--- config.mk ---
export PLATFORM = sky130hd
export DESIGN_NAME = piezo_melody_seq
export DESIGN_NICKNAME = d
export VERILOG_FILES = /design/src/rtl/piezo_melody_seq.sv
export SDC_FILE = /design/constraint.sdc
export NUM_CORES = 1
export LEC_CHECK = 0
export BUFFER_PORTS_ARGS = -buffer_cell sky130_fd_sc_hd__buf_2
export CORE_UTILIZATION = 33
export CTS_BUF_LIST = sky130_fd_sc_hd__clkbuf_8 sky130_fd_sc_hd__clkbuf_16
export DETAILED_ROUTE_END_ITERATION = 10
export GPL_ROUTABILITY_DRIVEN = 0
export HOLD_SLACK_MARGIN = 0.03
export SETUP_SLACK_MARGIN = 0.15
export SYNTH_ARGS = -nofsm -noshare
export SYNTH_HDL_FRONTEND = slang
export SYNTH_SLANG_ARGS = --single-unit
--- constraint.sdc ---
create_clock -name clk -period 4.3 [get_ports clk]
set_input_delay 0.86 -clock clk [delete_from_list [all_inputs] [get_ports clk]]
set_output_delay 0.86 -clock clk [all_outputs]
set_load 0.01 [all_outputs]
--- src/rtl/piezo_melody_seq.sv ---
// Alarm-melody sequencer: plays a parameter table of notes on a differential piezo,
// then pauses, then loops or stops. Tone, duration and tick timing are all internal.
module piezo_melody_seq #(
  parameter int                         NUM_NOTES = 3,
  parameter int                         PER_W     = 15,
  parameter int                         DUR_W     = 8,
  parameter int                         TICK_DIV  = 500000,
  parameter logic [NUM_NOTES*PER_W-1:0] NOTE_PER  = {15'd18961, 15'd23889, 15'd31888},
  parameter logic [NUM_NOTES*DUR_W-1:0] NOTE_DUR  = {8'd34, 8'd17, 8'd17},
  parameter logic [DUR_W-1:0]           PAUSE_DUR = 8'd100,
  localparam int                        IW        = (NUM_NOTES > 1) ? $clog2(NUM_NOTES) : 1
) (
  input  logic          clk,
  input  logic          rst_n,
  input  logic          start,
  input  logic          stop,
  input  logic          loop_en,
  output logic          piezo,
  output logic          piezo_n,
  output logic          busy,
  output logic [IW-1:0] note_idx,
  output logic [2:0]    state
);

  localparam int TW = (TICK_DIV > 1) ? $clog2(TICK_DIV) : 1;
  localparam logic [TW-1:0]    TICK_LAST = TW'(TICK_DIV - 1);
  localparam logic [DUR_W-1:0] PAUSE_LIM = (PAUSE_DUR == '0) ? '0 : PAUSE_DUR - DUR_W'(1);

  typedef enum logic [2:0] {
    ST_IDLE  = 3'b001,
    ST_PLAY  = 3'b010,
    ST_PAUSE = 3'b100
  } state_e;

  function automatic logic [PER_W-1:0] note_per(input logic [IW-1:0] idx);
    logic [PER_W-1:0] p;
    p = '0;
    for (int i = 0; i < NUM_NOTES; i++) begin
      p = (idx == IW'(i)) ? NOTE_PER[i*PER_W +: PER_W] : p;
    end
    return p;
  endfunction

  // Last duration-tick index of a note; a zero duration is played as one tick.
  function automatic logic [DUR_W-1:0] note_dur_lim(input logic [IW-1:0] idx);
    logic [DUR_W-1:0] d;
    d = '0;
    for (int i = 0; i < NUM_NOTES; i++) begin
      d = (idx == IW'(i)) ? NOTE_DUR[i*DUR_W +: DUR_W] : d;
    end
    return (d == '0) ? '0 : d - DUR_W'(1);
  endfunction

  state_e           state_q, state_d;
  logic [IW-1:0]    note_idx_q, note_idx_d;
  logic [TW-1:0]    tick_q, tick_d;
  logic [DUR_W-1:0] dur_q, dur_d;
  logic [PER_W-1:0] freq_q, freq_d;
  logic             piezo_q, piezo_d;
  logic             piezo_n_q, piezo_n_d;
  logic             busy_q, busy_d;

  logic [PER_W-1:0] cur_per;
  logic [PER_W-1:0] nxt_per;
  logic             tick_last;
  logic             tone_on;

  always_comb begin
    state_d    = state_q;
    note_idx_d = note_idx_q;
    tick_d     = tick_q;
    dur_d      = dur_q;
    freq_d     = freq_q;
    cur_per    = note_per(note_idx_q);
    tick_last  = (tick_q == TICK_LAST);

    if (stop) begin
      state_d    = ST_IDLE;
      note_idx_d = '0;
      tick_d     = '0;
      dur_d      = '0;
      freq_d     = '0;
    end else begin
      case (state_q)
        ST_IDLE: begin
          note_idx_d = '0;
          tick_d     = '0;
          dur_d      = '0;
          freq_d     = '0;
          if (start) begin
            state_d = ST_PLAY;
          end else begin
            state_d = ST_IDLE;
          end
        end
        ST_PLAY: begin
          if (tick_last && (dur_q == note_dur_lim(note_idx_q))) begin
            tick_d = '0;
            dur_d  = '0;
            freq_d = '0;
            if (note_idx_q == IW'(NUM_NOTES - 1)) begin
              state_d = ST_PAUSE;
            end else begin
              note_idx_d = note_idx_q + IW'(1);
            end
          end else begin
            if (tick_last) begin
              tick_d = '0;
              dur_d  = dur_q + DUR_W'(1);
            end else begin
              tick_d = tick_q + TW'(1);
            end
            // Periods below 2 are rests; keep the tone counter parked at zero.
            if ((cur_per < PER_W'(2)) || (freq_q == cur_per - PER_W'(1))) begin
              freq_d = '0;
            end else begin
              freq_d = freq_q + PER_W'(1);
            end
          end
        end
        ST_PAUSE: begin
          freq_d = '0;
          if (tick_last && (dur_q == PAUSE_LIM)) begin
            tick_d     = '0;
            dur_d      = '0;
            note_idx_d = '0;
            if (loop_en) begin
              state_d = ST_PLAY;
            end else begin
              state_d = ST_IDLE;
            end
          end else if (tick_last) begin
            tick_d = '0;
            dur_d  = dur_q + DUR_W'(1);
          end else begin
            tick_d = tick_q + TW'(1);
          end
        end
        default: begin
          state_d    = ST_IDLE;
          note_idx_d = '0;
          tick_d     = '0;
          dur_d      = '0;
          freq_d     = '0;
        end
      endcase
    end

    // Drive levels are computed from next-state values so the pins come straight from flops.
    nxt_per   = note_per(note_idx_d);
    tone_on   = (state_d == ST_PLAY) && (nxt_per >= PER_W'(2));
    piezo_d   = tone_on && (freq_d < (nxt_per >> 1));
    piezo_n_d = tone_on && !(freq_d < (nxt_per >> 1));
    busy_d    = (state_d != ST_IDLE);
  end

  always_ff @(posedge clk) begin
    if (!rst_n) begin
      state_q    <= ST_IDLE;
      note_idx_q <= '0;
      tick_q     <= '0;
      dur_q      <= '0;
      freq_q     <= '0;
      piezo_q    <= 1'b0;
      piezo_n_q  <= 1'b0;
      busy_q     <= 1'b0;
    end else begin
      state_q    <= state_d;
      note_idx_q <= note_idx_d;
      tick_q     <= tick_d;
      dur_q      <= dur_d;
      freq_q     <= freq_d;
      piezo_q    <= piezo_d;
      piezo_n_q  <= piezo_n_d;
      busy_q     <= busy_d;
    end
  end

  assign piezo    = piezo_q;
  assign piezo_n  = piezo_n_q;
  assign busy     = busy_q;
  assign note_idx = note_idx_q;
  assign state    = state_q;

endmodule

; ---- Word level (Yosys, flattened, before mapping)
; Index checks and enable logic that the tools add are counted.
[classes]
n_lt_le_gt_ge = 3
n_bitwise = 1
muxes = 34
n_eq_ne = 13
reduce_logical = 11
addsub = 6
[op_table]
columns = op, count
row1 = $mux 15, 10
row2 = $mux 19, 3
row3 = $pmux 19 s2, 1
row4 = $mux 8, 4
row5 = $add 19x1->19 const B, 1
row6 = $eq 19x19->1 const B, 1
row7 = $pmux 8 s2, 1
row8 = $add 15x1->15 const B, 1
row9 = $eq 15x15->1, 1
row10 = $ge 15x2->1 const B, 1
row11 = $lt 15x14->1, 1
row12 = $lt 15x2->1 const B, 1
row13 = $sub 15x1->15 const B, 1
row14 = $mux 2, 6
row15 = $mux 3, 4
row16 = $mux 5, 2
row17 = $pmux 3 s3, 1
row18 = $add 8x1->8 const B, 1
row19 = $eq 8x7->1 const B, 1
row20 = $eq 8x8->1, 1
row21 = $logic_not 8->1, 1
row22 = $sub 6x1->7 const B, 1
row23 = $eq 3x2->1 const B, 2
row24 = $mux 6, 1
row25 = other kinds (13), 20
[word_totals]
reg_bits = 50
in_bits = 5
wordCells = 76

; ---- Logic depth before layout (Yosys ltp)
; Gate-level depths: netlist (run 1).
[logic_depth]
ltp_word = 18
mapped_depth = 18

; ---- Worst setup path before layout (run 1)
; No wires, ideal clock.
[synth_path]
path_type = reg2reg
from = register note_idx_q[0] (netlist: note_idx[0])
to = register piezo_q (netlist: piezo)
t_arrival_ps = 3639
setup_ps = 73
stages_incl_launch_ff = 18
setup_slack_ps = 588
period_less_slack_ps = 3712
path_buffers = 1
cell_sequence = dfxtp_1 > inv_1 > ha_1 > inv_1 > ha_1 > xor2_1 > nor4_1 > o2111ai_1 > nand3_1 > buf_2 > nor2_1 > ha_1 > a21o_1 > a21o_1 > a221o_1 > a21o_1 > a221oi_2 > nor3b_2
[synth_rtl]
columns = item, line_no
row1 = "start, declared", 55  ; logic [IW-1:0] note_idx_q, note_idx_d;
row2 = "start signal, assigned", 169  ; note_idx_q <= note_idx_d;
row3 = $logic_not 2->1, "39, 49"
row4 = $mux 15 / $mux 5 (equally long branches) (2 in a row), "39, 49"
row5 = $mux 15 / $mux 6 (equally long branches), "39, 49"
row6 = "$sub 15x1->15, or another cell as far along", 114  ; if ((cur_per < PER_W'(2)) || (freq_q == cur_per - PER_W'(1))) begin
row7 = $eq 15x15->1 / $mux 8 (equally long branches), "114, 51"
row8 = $logic_or 1x1->1 / $eq 8x8->1 (equally long branches), "114, 97"
row9 = $mux 15 / $logic_and 1x1->1 (equally long branches), "114, 97"
row10 = $mux 15 (*), 97  ; if (tick_last && (dur_q == note_dur_lim(note_idx_q))) begin
row11 = $mux 15 (*), 84  ; case (state_q)
row12 = $mux 15 (*), 77  ; if (stop) begin
row13 = named net freq_d[8], 58  ; logic [PER_W-1:0] freq_q, freq_d;
row14 = $lt 15x14->1 (*), 152  ; piezo_d = tone_on && (freq_d < (nxt_per >> 1));
row15 = $logic_and 1x1->1 (*), 152
row16 = "end signal, assigned", 173  ; piezo_q <= piezo_d;
row17 = "end, declared", 59  ; logic piezo_q, piezo_d;
; The timed path passes the listed nets; every way through them passes the cells marked *.
; A chain may end at the register's enable or synchronous reset.

; ---- Final worst setup path (run 1)
[layout_path]
from = register note_idx_q[0] (netlist: note_idx[0])
to = register piezo_q (netlist: piezo)
[layout_between]
elab_chain_len = 18
[layout_lines]
columns = item, line_no
row1 = $logic_not 2->1, "39, 49"
row2 = $mux 5 (2 in a row), 49  ; d = (idx == IW'(i)) ? NOTE_DUR[i*DUR_W +: DUR_W] : d;
row3 = $mux 6, 49
row4 = $sub 6x1->7 / $logic_not 8->1 (equally long branches), 51  ; return (d == '0) ? '0 : d - DUR_W'(1);
row5 = $mux 8, 51
row6 = $eq 8x8->1, 97
row7 = $logic_and 1x1->1, 97
row8 = $mux 2, 97
row9 = $pmux 2 s2, 84
row10 = $mux 2, 77
row11 = $logic_not 2->1, 39  ; p = (idx == IW'(i)) ? NOTE_PER[i*PER_W +: PER_W] : p;
row12 = $mux 15 (3 in a row), 39
row13 = $ge 15x2->1, 151  ; tone_on = (state_d == ST_PLAY) && (nxt_per >= PER_W'(2));
row14 = $logic_and 1x1->1, 151
row15 = $logic_and 1x1->1 (*), 152
; Mark *: on every way between the ends. The rest lies on a longest branch, timed or not.

==> results of run 1 <==
flip-flops by register name, indices dropped and copies added, names as in the netlist:
name and count:
note_idx 2, dur_q 8, freq_q 15, busy 1, piezo_n 1, piezo 1
tick_q 19, state 3
logic make-up (layout without fill, tap and decap cells):
| kind of cell | Yosys count | count (layout) | synth area share (%) |
|---|---|---|---|
| AO/OA/AOI/OAI | 31 | 31 | 8.11 |
| flip-flops | 50 | 50 | 35.1 |
| adder cells (fa/ha/maj) | 19 | 19 | 8.33 |
| XOR/XNOR | 43 | 43 | 13.2 |
| buffers and inverters | 17 | 35 | 2.54 |
| multiplexers | 2 | 2 | 0.745 |
| AND/OR/NAND/NOR | 170 | 170 | 32.0 |
power breakdown:
part           switching (W)   total, W  internal [W]
clock network       0.000154   0.000324      0.000170
logic             0.00000914  0.0000154    0.00000630
registers         0.00000211   0.000466      0.000464
total               0.000165   0.000806      0.000640
per-stage QoR:
stage | hold WS, ns | cell area, sq um
after floorplan | 0.430 | 2850
after global placement | 0.448 | 3030
after detailed placement | 0.453 | 3030
after CTS | 0.476 | 3130
after global routing | 0.487 | 3170
final | 0.468 | 3170
cell usage after synthesis (2+ instances only):
cell | n | area [sq um]
clkbuf_1 | 6 | 22.5
buf_4 | 2 | 15.0
xnor2_1 | 16 | 140
and4b_1 | 3 | 30.0
nand3b_1 | 3 | 22.5
a31oi_1 | 3 | 18.8
and3_1 | 8 | 50.1
and4_1 | 5 | 43.8
a21o_1 | 3 | 22.5
and2_1 | 3 | 18.8
nand3_1 | 19 | 95.1
or4_1 | 2 | 15.0
inv_1 | 8 | 30.0
ha_1 | 19 | 238
nor3b_1 | 3 | 22.5
o211a_1 | 2 | 20.0
nor3_4 | 2 | 32.5
xor2_1 | 27 | 236
nand2_1 | 22 | 82.6
o21ai_0 | 3 | 15.0
nor2_1 | 59 | 221
nor4_1 | 2 | 12.5
dfxtp_1 | 50 | 1000
nand4_1 | 9 | 56.3
a21oi_1 | 6 | 30.0
nor3_1 | 15 | 75.1
nand2b_1 | 5 | 31.3
a41oi_1 | 2 | 17.5
worst max-delay path by stage:
stage,start,to,depth (start not counted)
after detailed placement,note_idx[0]$_SDFF_PN0_,piezo$_SDFF_PN0_,17
after floorplan,note_idx[0]$_SDFF_PN0_,piezo$_SDFF_PN0_,17
after global routing,note_idx[1]$_SDFF_PN0_,piezo$_SDFF_PN0_,16
after CTS,note_idx[0]$_SDFF_PN0_,piezo$_SDFF_PN0_,17
final,note_idx[0]$_SDFF_PN0_,piezo$_SDFF_PN0_,17
after global placement,note_idx[0]$_SDFF_PN0_,piezo$_SDFF_PN0_,17
layout make-up:
type	count	share of cell area, %
clock buffers	5	2.17
inverters	8	0.947
multi-input cells	265	56.4
clock inverters	3	1.18
well taps	105	4.14
flip-flops and latches	50	31.6
repair buffers	19	3.55
repair_timing:
action / 4_1_cts / 5_1_grt
hold endpoints to repair: 0 / 0
setup buffers: 0 / 4
setup endpoints to repair: 0 / 2
resized for setup: 0 / 2
layer usage:
layer | part of all wire [%] | track usage (%)
met2 | 47 | 24.6
met5 | 0 | 0
met3 | 4.0 | 2.66
met1 | 47 | 17.9
met4 | 1.9 | 4.92
==> summary.txt, run 1 <==
Run status
  • Outcome: completed

Clock network
  • Clock root buffer: clkbuf_8
  • CTS Buffer Depth: 2
  • H-tree Lvls: 2
  • Cts-stage hold buffer count: 0
  • Clk pin slew, worst setup/hold paths: around 0.090 ns
  • CTS buffer count: 5
  • Clk sinks: 50
  • CTS tree: yes
  • Worst-skew pair later-pin latency: 0.31 ns

Detailed routing
  • Via/cell ratio: between 5 and 6
  • Antenna viol nets, final: 0
  • Via count: 2326
  • WL per Instance: 13.3 um
  • Post-Route WL: 6.03 mm
  • Iter 0 DRT Violations: between 90 and 100
  • Drt first pass iters: 4
  • Residual DRC: 0

Yosys
  • Seq cells post-synth: 50
  • Distinct cells, synth: 53
  • Synth Area per Inst: 8.60 sq um
  • Sequential area share after synthesis: about a third
  • Async SR Flop Fraction: 0%
  • Ys Warns: 0
  • Cells after synthesis: roughly 330
  • Post-synth EDFFs: 0
  • Netlist Area Pre-Place: 2850 sq um
  • Synth Flop Type: dfxtp_1
  • Net count after synthesis: 356

Setup path
  • Critical Setup Path Class: reg -> reg
  • Reg-to-reg startpoint: note_idx[0]$_SDFF_PN0_
  • CP max stage cell: or3_1
  • Cell Chain, Critical Path: inv_1 > ha_1 > inv_1 > ha_1 > xnor2_1 > o2111a_1 > a31oi_1 > nor3_4 > nor2_2 > or3_1 > ha_1 > nand4_1 > o21bai_1 > a221o_1 > a21o_1 > a221oi_2 > nor3b_2
  • Worst path arrival time: just over 4 ns
  • Critical path launch point type: flop
  • Crit-path max FO: 7
  • Critical path's most frequent cell: ha_1
  • Worst Reg-to-Reg Cells: 17
  • Crit-path max cell delay: between 0.3 and 0.4 ns
  • R2R setup slack: 0.49 ns
  • Critical Path Sink Type: flop
  • Top cell family by delay on the critical path: compound AO/OA/AOI/OAI gates
  • Critical path buffer and inverter count: 2
  • CP required: 4.54 ns
  • R2R Path End: piezo$_SDFF_PN0_

Power and ir drop
  • Power consumption: roughly 0.00081 W
  • Pleak: 1.18 nW
  • PD cells: ~250 nW/um^2
  • Max rail drop VDD: 0.000144 V

Die
  • Die Y-Extent: 95.0 um
  • Starting Density: 34.4%
  • # IOs: 13
  • Rows: 33
  • Die X: 95.0 um
  • Die area: 9020 sq um
  • Floorplan core area: 8300 sq um

Placement
  • Setup WS pre-CTS: 0.203 ns
  • Placed cells: 443
  • Number of port buffers: 12
  • DP HPWL: 4.52 mm

Final layout
  • FF/Latch Area: 1000 sq um
  • Layout cells sized above 1: 11.1%
  • Commonest non-fill, non-tap cells in the layout: nor2_1, dfxtp_1, xor2_1
  • NumNets Final: 373
  • Multi-input logic area: 1790 sq um
  • Antenna cells: 0
  • FILL cells: ~860
  • Area Overhead vs Synth: 11.1%
  • Fin util: approximately two fifths
  • Final Non-Filler Cells: 455
  • Commonest non-fill, non-tap cell in the layout: nor2_1

GRT
  • Initial antenna violation count: 0
  • Largest net degree at the start of global routing: 20
  • Grt ovf: 0
  • GRT Total Usage: roughly 14%
  • Vias in the first global route: 2146
  • First-pass GRT wire length: 10.0 mm

Hold path
  • Min-Delay Path Class: reg -> reg
  • Hold path startpoint: tick_q[0]$_SDFF_PP0_
  • Worst hold endpoint: tick_q[0]$_SDFF_PP0_
  • Hold Crit Depth: 1

STA
  • RSZ-0062 raised after global routing: no
  • Worst-Margin Slew: 0.659 ns
  • Setup TNS: 0 ns
  • Final setup viols: 0
  • Hold Vio Cnt, Final: 0
  • Clock skew: around 0.012 ns
  • Final Max Slew Viols: 0
  • Fmax: approximately 260 MHz
  • Min Tclk post-route: roughly 3.8 ns
  • Period utilization: 88.7%
  • Slack of the critical path: roughly 0.49 ns
  • Normalized max-slew margin: 56.1%

Run
  • Max-cap viol count: 0
Note: power is estimated with default switching activity, not from simulation.
==> run 2, diff against run 1 <==
Settings changed: CORE_ASPECT_RATIO from default to 1.25.
==> summary.txt, run 2 (synthesis results as in run 1) <==
Run status
  • Outcome: completed (unchanged)

STA
  • Normalized max-slew margin: 55.7% (was 56.1%)
  • Hold Vio Cnt, Final: 0 (unchanged)
  • Clock skew: 0.00968 ns (was 0.0121 ns)
  • Slack of the critical path: 0.506 ns (was 0.487 ns)
  • Period utilization: 88.2% (was 88.7%)
  • Final setup viols: 0 (unchanged)
  • Fmax: 264 MHz (was 262 MHz)
  • Setup TNS: 0 ns (unchanged)
  • Worst-Margin Slew: 0.665 ns (was 0.659 ns)
  • RSZ-0062 raised after global routing: no (unchanged)
  • Min Tclk post-route: 3.79 ns (was 3.81 ns)
  • Final Max Slew Viols: 0 (unchanged)

Power and ir drop
  • PD cells: 277 nW/um^2 (was 254 nW/um^2)
  • Max rail drop VDD: 0.000164 V (was 0.000144 V)
  • Pleak: 1.18 nW (about the same)

GRT
  • Initial antenna violation count: 0 (unchanged)
  • Vias in the first global route: 2289 (was 2146)
  • Largest net degree at the start of global routing: 20 (unchanged)
  • Grt ovf: 0 (unchanged)
  • GRT Total Usage: 14.4% (was 14.3%)
  • First-pass GRT wire length: 10.5 mm (was 10.0 mm)

Final layout
  • Largest registers: tick_q (19), freq_q (15), dur_q (8) (unchanged)
  • Layout cells sized above 1: 11.5% (was 11.1%)
  • Fin util: 38.3% (was 38.2%)
  • Largest Register: tick_q (unchanged)
  • NumNets Final: 371 (was 373)
  • Area Overhead vs Synth: 11.8% (was 11.1%)
  • Commonest non-fill, non-tap cell in the layout: nor2_1 (unchanged)
  • Max reg flops: 19 (unchanged)
  • Antenna cells: 0 (unchanged)
  • Commonest non-fill, non-tap cells in the layout: nor2_1, dfxtp_1, xor2_1 (unchanged)

Placement
  • DP HPWL: 4.68 mm (was 4.52 mm)
  • Number of port buffers: 12 (unchanged)
  • Setup WS pre-CTS: 0.378 ns (was 0.203 ns)

Die
  • Die Y-Extent: 106 um (was 95.0 um)
  • Die X: 85.2 um (was 95.0 um)
  • Floorplan core area: 8330 sq um (was 8300 sq um)
  • # IOs: 13 (unchanged)
  • Starting Density: 34.2% (was 34.4%)
  • Die area: 9030 sq um (was 9020 sq um)
  • Rows: 37 (was 33)

Detailed routing
  • WL per Instance: 13.5 um (was 13.3 um)
  • Highest Signal Layer: met4 (unchanged)
  • Drt first pass iters: 4 (unchanged)
  • Residual DRC: 0 (unchanged)
  • Iter 0 DRT Violations: 68 (was 93)
  • Via/cell ratio: 5.23 (was 5.11)
  • WL met2: 3.10 mm (was 2.81 mm)
  • Post-Route WL: 6.00 mm (was 6.03 mm)
  • Antenna viol nets, final: 0 (unchanged)
  • Via count: 2329 (was 2326)
  • DRT met1 WL: 2.56 mm (was 2.86 mm)
  • Met3 Routed Length: 183 um (was 243 um)

Hold path
  • Min-Delay Path Class: reg -> reg (unchanged)

Clock network
  • Clk sinks: 50 (unchanged)
  • CTS tree: yes (unchanged)
  • CTS buffer count: 5 (unchanged)
  • CTS Buffer Depth: 2 (unchanged)
  • Clk pin slew, worst setup/hold paths: 0.09 ns (about the same)
  • Worst-skew pair later-pin latency: 0.31 ns (about the same)
  • Clock root buffer: clkbuf_8 (unchanged)
  • H-tree Lvls: 2 (unchanged)

Setup path
  • Critical path launch point type: flop (unchanged)
  • Critical Setup Path Class: reg -> reg (unchanged)
  • CP required: 4.54 ns (about the same)
  • Worst path arrival time: 4.03 ns (was 4.05 ns)
  • Crit-path max FO: 7 (unchanged)
  • Critical Path Sink Type: flop (unchanged)

Run
  • Max-cap viol count: 0 (unchanged)
## run 2: changes by cell type in the layout (fill, tap and decap cells not counted), sizes merged
cell and change:
buf -2, inv -2, bufinv +1, clkbuf +1
## run 2: timing repair
action	in CTS	in global routing
hold buffers	0	0
buffers inserted	0	1
gates resized for setup	0	4
endpoints found under the setup margin	0	2
## run 2: worst max-delay path, cell delays in order, from the launching register on
cell      delay (ns)
dfxtp_1         0.49
ha_4            0.22
inv_1           0.05
ha_1            0.20
xnor2_1         0.21
o2111a_1        0.25
a31oi_1         0.13
nor3_4          0.26
nor2_2          0.08
or3_1           0.38
ha_1            0.29
nand4_1         0.11
o21bai_1        0.09
a221o_1         0.34
a21o_1          0.18
a221oi_2        0.27
nor3b_2         0.18
## run 2: layout make-up
cell class                      count  area (sq um)
Tap cell                           97           121
Clock buffer                        6          82.6
Sequential cell                    50          1000
Clock inverter                      2          60.1
Inverter                            8          30.0
Timing Repair Buffer               17          97.6
Multi-Input combinational cell    265          1800
Fill cell                         877          5140
## run 2: path summary, 6_finish.rpt
kind / start / to / slack [ns] / cells after the start
setup / recovery: note_idx[1]$_SDFF_PN0_ / piezo$_SDFF_PN0_ / 0.51 / 16
hold / removal: tick_q[0]$_SDFF_PP0_ / tick_q[0]$_SDFF_PP0_ / 0.48 / 1
setup reg to reg: note_idx[1]$_SDFF_PN0_ / piezo$_SDFF_PN0_ / 0.51 / 16
hold reg to reg: tick_q[0]$_SDFF_PP0_ / tick_q[0]$_SDFF_PP0_ / 0.48 / 1
## run 2: power breakdown
part           leakage [nW]  switching (W)  internal, W
Clock                0.0714       0.000154     0.000248
Sequential            0.403     0.00000196     0.000464
Combinational         0.710     0.00000958   0.00000627
## run 2: routing by layer
layer | vias to the layer above | GRT usage [%]
li1 | 1194 | -
met1 | 1085 | 16.2
met2 | 35 | 25.9
met3 | 15 | 3.26
met4 | 0 | 6.05
met5 | - | 0
## run 2: metrics by stage
step	instance area, sq um	std cells	total power (W)	hold slack, ns
5_1_grt	3190	445	0.000923	0.509
3_5_place_dp	3020	436	0.000493	0.452
6_report	3190	445	0.000884	0.477
2_1_floorplan	2850	332	0.000485	0.430
3_3_place_gp	3020	436	0.000493	0.448
4_1_cts	3170	444	0.000895	0.478
==> run 3, diff against run 2 <==
Settings changed: ABC_AREA from default to 1.
==> summary.txt, run 3 <==
GRT
  • GRT Total Usage: 14.4% (about the same)
  • Grt ovf: 0 (unchanged)
  • Vias in the first global route: 2450 (was 2289)
  • First-pass GRT wire length: 10.7 mm (was 10.5 mm)
  • Initial antenna violation count: 0 (unchanged)
  • Largest net degree at the start of global routing: 20 (unchanged)

Final layout
  • Commonest non-fill, non-tap cell in the layout: nor2_1 (unchanged)
  • NumNets Final: 449 (was 371)
  • Layout cells sized above 1: 15.5% (was 11.5%)
  • FILL cells: 933 (was 877)
  • Area Overhead vs Synth: 10.5% (was 11.8%)
  • Commonest non-fill, non-tap cells in the layout: nor2_1, nand2_1, inv_1 (was nor2_1, dfxtp_1, xor2_1)
  • Largest Register: tick_q (unchanged)
  • Largest registers: tick_q (19), freq_q (15), dur_q (8) (unchanged)
  • Design Area, Final: 3300 sq um (was 3190 sq um)
  • Antenna cells: 0 (unchanged)
  • Max reg flops: 19 (unchanged)

Detailed routing
  • Highest Signal Layer: met4 (unchanged)
  • WL per Instance: 11.4 um (was 13.5 um)
  • WL met2: 3.20 mm (was 3.10 mm)
  • Via/cell ratio: 4.55 (was 5.23)
  • Antenna viol nets, final: 0 (unchanged)
  • Post-Route WL: 6.23 mm (was 6.00 mm)
  • Residual DRC: 0 (unchanged)
  • Met3 Routed Length: 162 um (was 183 um)
  • Iter 0 DRT Violations: 74 (was 68)
  • DRT met1 WL: 2.79 mm (was 2.56 mm)
  • Drt first pass iters: 4 (unchanged)
  • Via count: 2485 (was 2329)

Die
  • Starting Density: 34.1% (was 34.2%)
  • Die Y-Extent: 108 um (was 106 um)
  • Rows: 38 (was 37)
  • Die area: 9440 sq um (was 9030 sq um)
  • Floorplan core area: 8750 sq um (was 8330 sq um)
  • # IOs: 13 (unchanged)
  • Die X: 87.1 um (was 85.2 um)

Power and ir drop
  • PD cells: 252 nW/um^2 (was 277 nW/um^2)
  • Power consumption: 0.000832 W (was 0.000884 W)
  • Pleak: 1.16 nW (was 1.18 nW)
  • Max rail drop VDD: 0.000134 V (was 0.000164 V)

Yosys
  • Net count after synthesis: 433 (was 356)
  • Synth Flop Type: dfxtp_1 (unchanged)
  • Distinct cells, synth: 33 (was 53)
  • Synth top cells by count: nor2_1, nand2_1, inv_1 (was nor2_1, dfxtp_1, xor2_1)
  • Async SR Flop Fraction: 0% (unchanged)
  • Top-count cell post-synth: nor2_1 (unchanged)
  • Ys Warns: 0 (unchanged)
  • Sequential area share after synthesis: 33.5% (was 35.1%)
  • Yosys top cell area share: 33.5% (was 35.1%)
  • Synth area leader: dfxtp_1 (unchanged)
  • Area contributors post-synth: dfxtp_1, nor2_1, nand2_1, ha_1, inv_1 (was dfxtp_1, ha_1, xor2_1, nor2_1, xnor2_1)
  • Post-synth EDFFs: 0 (unchanged)
  • Netlist Area Pre-Place: 2990 sq um (was 2850 sq um)
  • Synth Area per Inst: 7.30 sq um (was 8.60 sq um)
  • Seq cells post-synth: 50 (unchanged)
  • Cells after synthesis: 409 (was 332)

Setup path
  • Worst path arrival time: 3.63 ns (was 4.03 ns)
  • Critical Path Sink Type: flop (unchanged)
  • Crit-path max FO: 12 (was 7)
  • Cell Chain, Critical Path: inv_1 > ha_1 > inv_1 > ha_1 > xnor2_1 > nand3_1 > nor2_1 > nand3_1 > nand2_1 > nor2_2 > inv_1 > nor2_1 > ha_1 > nand2_1 > nor2_1 > a211oi_1 > o311ai_0 > inv_2 > nand2_1 > nor2_2 (was ha_4 > inv_1 > ha_1 > xnor2_1 > o2111a_1 > a31oi_1 > nor3_4 > nor2_2 > or3_1 > ha_1 > nand4_1 > o21bai_1 > a221o_1 > a21o_1 > a221oi_2 > nor3b_2)
  • Worst Reg-to-Reg Cells: 20 (was 16)
  • Critical path launch point type: flop (unchanged)
  • CP required: 4.52 ns (was 4.54 ns)
  • R2R Path End: piezo$_SDFF_PN0_ (unchanged)
  • Reg-to-reg startpoint: note_idx[0]$_SDFF_PN0_ (was note_idx[1]$_SDFF_PN0_)
  • Critical Setup Path Class: reg -> reg (unchanged)
  • CP max stage cell: dfxtp_1 (unchanged)
  • R2R setup slack: 0.89 ns (was 0.51 ns)
  • Crit-path max cell delay: 0.45 ns (was 0.49 ns)

Hold path
  • Worst hold endpoint: tick_q[0]$_SDFF_PP0_ (unchanged)
  • Hold path startpoint: tick_q[0]$_SDFF_PP0_ (unchanged)
  • Hold Crit Depth: 1 (unchanged)
  • Min-Delay Path Class: reg -> reg (unchanged)

STA
  • Clock skew: 0.00947 ns (was 0.00968 ns)
  • Fmax: 293 MHz (was 264 MHz)
  • Setup TNS: 0 ns (unchanged)
  • Normalized max-slew margin: 43.3% (was 55.7%)
  • Slack of the critical path: 0.890 ns (was 0.506 ns)
  • Worst-Margin Slew: 0.849 ns (was 0.665 ns)
  • Final Hold Slack: 0.461 ns (was 0.477 ns)
  • Final Max Slew Viols: 0 (unchanged)
  • Period utilization: 79.3% (was 88.2%)
  • RSZ-0062 raised after global routing: no (unchanged)
  • Final setup viols: 0 (unchanged)
  • Hold Vio Cnt, Final: 0 (unchanged)
  • Min Tclk post-route: 3.41 ns (was 3.79 ns)

Run
  • Max-cap viol count: 0 (unchanged)

Run status
  • Outcome: completed (unchanged)

Clock network
  • Clk sinks: 50 (unchanged)
  • CTS tree: yes (unchanged)
  • CTS Buffer Depth: 2 (unchanged)
  • H-tree Lvls: 2 (unchanged)
  • CTS buffer count: 5 (unchanged)
  • Worst-skew pair later-pin latency: 0.31 ns (about the same)
  • Cts-stage hold buffer count: 0 (unchanged)
  • Clock root buffer: clkbuf_8 (unchanged)
  • Clk pin slew, worst setup/hold paths: 0.10 ns (was 0.09 ns)
  • Post-CTS Setup Inserts: 0 (unchanged)
  • PostCTS Resize Cnt: 0 (unchanged)

Placement
  • Number of port buffers: 12 (unchanged)
  • Area of placed instances: 3180 sq um (was 3020 sq um)
  • Setup WS pre-CTS: 0.942 ns (was 0.378 ns)
  • DP HPWL: 4.99 mm (was 4.68 mm)
==> run 3: per-stage QoR <==
stage,std cells,utilization (%)
final,546,37.7
after global routing,546,37.7
after CTS,546,37.7
after detailed placement,538,36.4
after global placement,538,36.4
after floorplan,409,-
==> run 3: critical path: cells and delay by family, from the launching register on <==
kind                     cells  cell delay [ns]
XOR/XNOR                     1             0.17
buffers and inverters        4             0.56
flip-flops                   1             0.45
AO/OA/AOI/OAI                2             0.48
adder cells (fa/ha/maj)      3             0.86
AND/OR/NAND/NOR             10             0.78
==> run 3: routing by layer <==
metal | up-vias | track usage (%)
met5 | - | 0
met4 | 0 | 4.10
met3 | 10 | 2.75
met2 | 28 | 27.3
met1 | 1121 | 16.1
li1 | 1326 | -
==> run 3: power breakdown <==
group / internal [W] / switching, W
Combinational: 0.00000575 / 0.0000110
Sequential: 0.000465 / 0.00000200
Clock: 0.000177 / 0.000171
Total: 0.000647 / 0.000184
==> run 3: how the worst max path moves through the flow <==
stage	start	end	cells after the start
after floorplan	note_idx[0]$_SDFF_PN0_	piezo$_SDFF_PN0_	21
after global placement	note_idx[0]$_SDFF_PN0_	piezo$_SDFF_PN0_	20
after detailed placement	note_idx[0]$_SDFF_PN0_	piezo$_SDFF_PN0_	20
after CTS	note_idx[0]$_SDFF_PN0_	piezo$_SDFF_PN0_	20
after global routing	note_idx[0]$_SDFF_PN0_	piezo$_SDFF_PN0_	20
final	note_idx[0]$_SDFF_PN0_	piezo$_SDFF_PN0_	20
==> run 3: cell type report <==
type / count / area [sq um] / share of cell area, %
flip-flops and latches: 50 / 1000 / 30.3
multi-input cells: 299 / 1760 / 53.3
inverters: 57 / 214 / 6.48
repair buffers: 12 / 60.1 / 1.82
clock buffers: 5 / 68.8 / 2.08
well taps: 120 / 150 / 4.55
clock inverters: 3 / 47.5 / 1.44
==> run 3: logic make-up (layout without fill, tap and decap cells) <==
| logic type | Yosys count | in the layout | synth area share (%) |
|---|---|---|---|
| buffers and inverters | 60 | 77 | 7.58 |
| XOR/XNOR | 25 | 25 | 7.33 |
| flip-flops | 50 | 50 | 33.5 |
| AND/OR/NAND/NOR | 228 | 228 | 38.0 |
| adder cells (fa/ha/maj) | 19 | 19 | 7.96 |
| AO/OA/AOI/OAI | 27 | 27 | 5.61 |
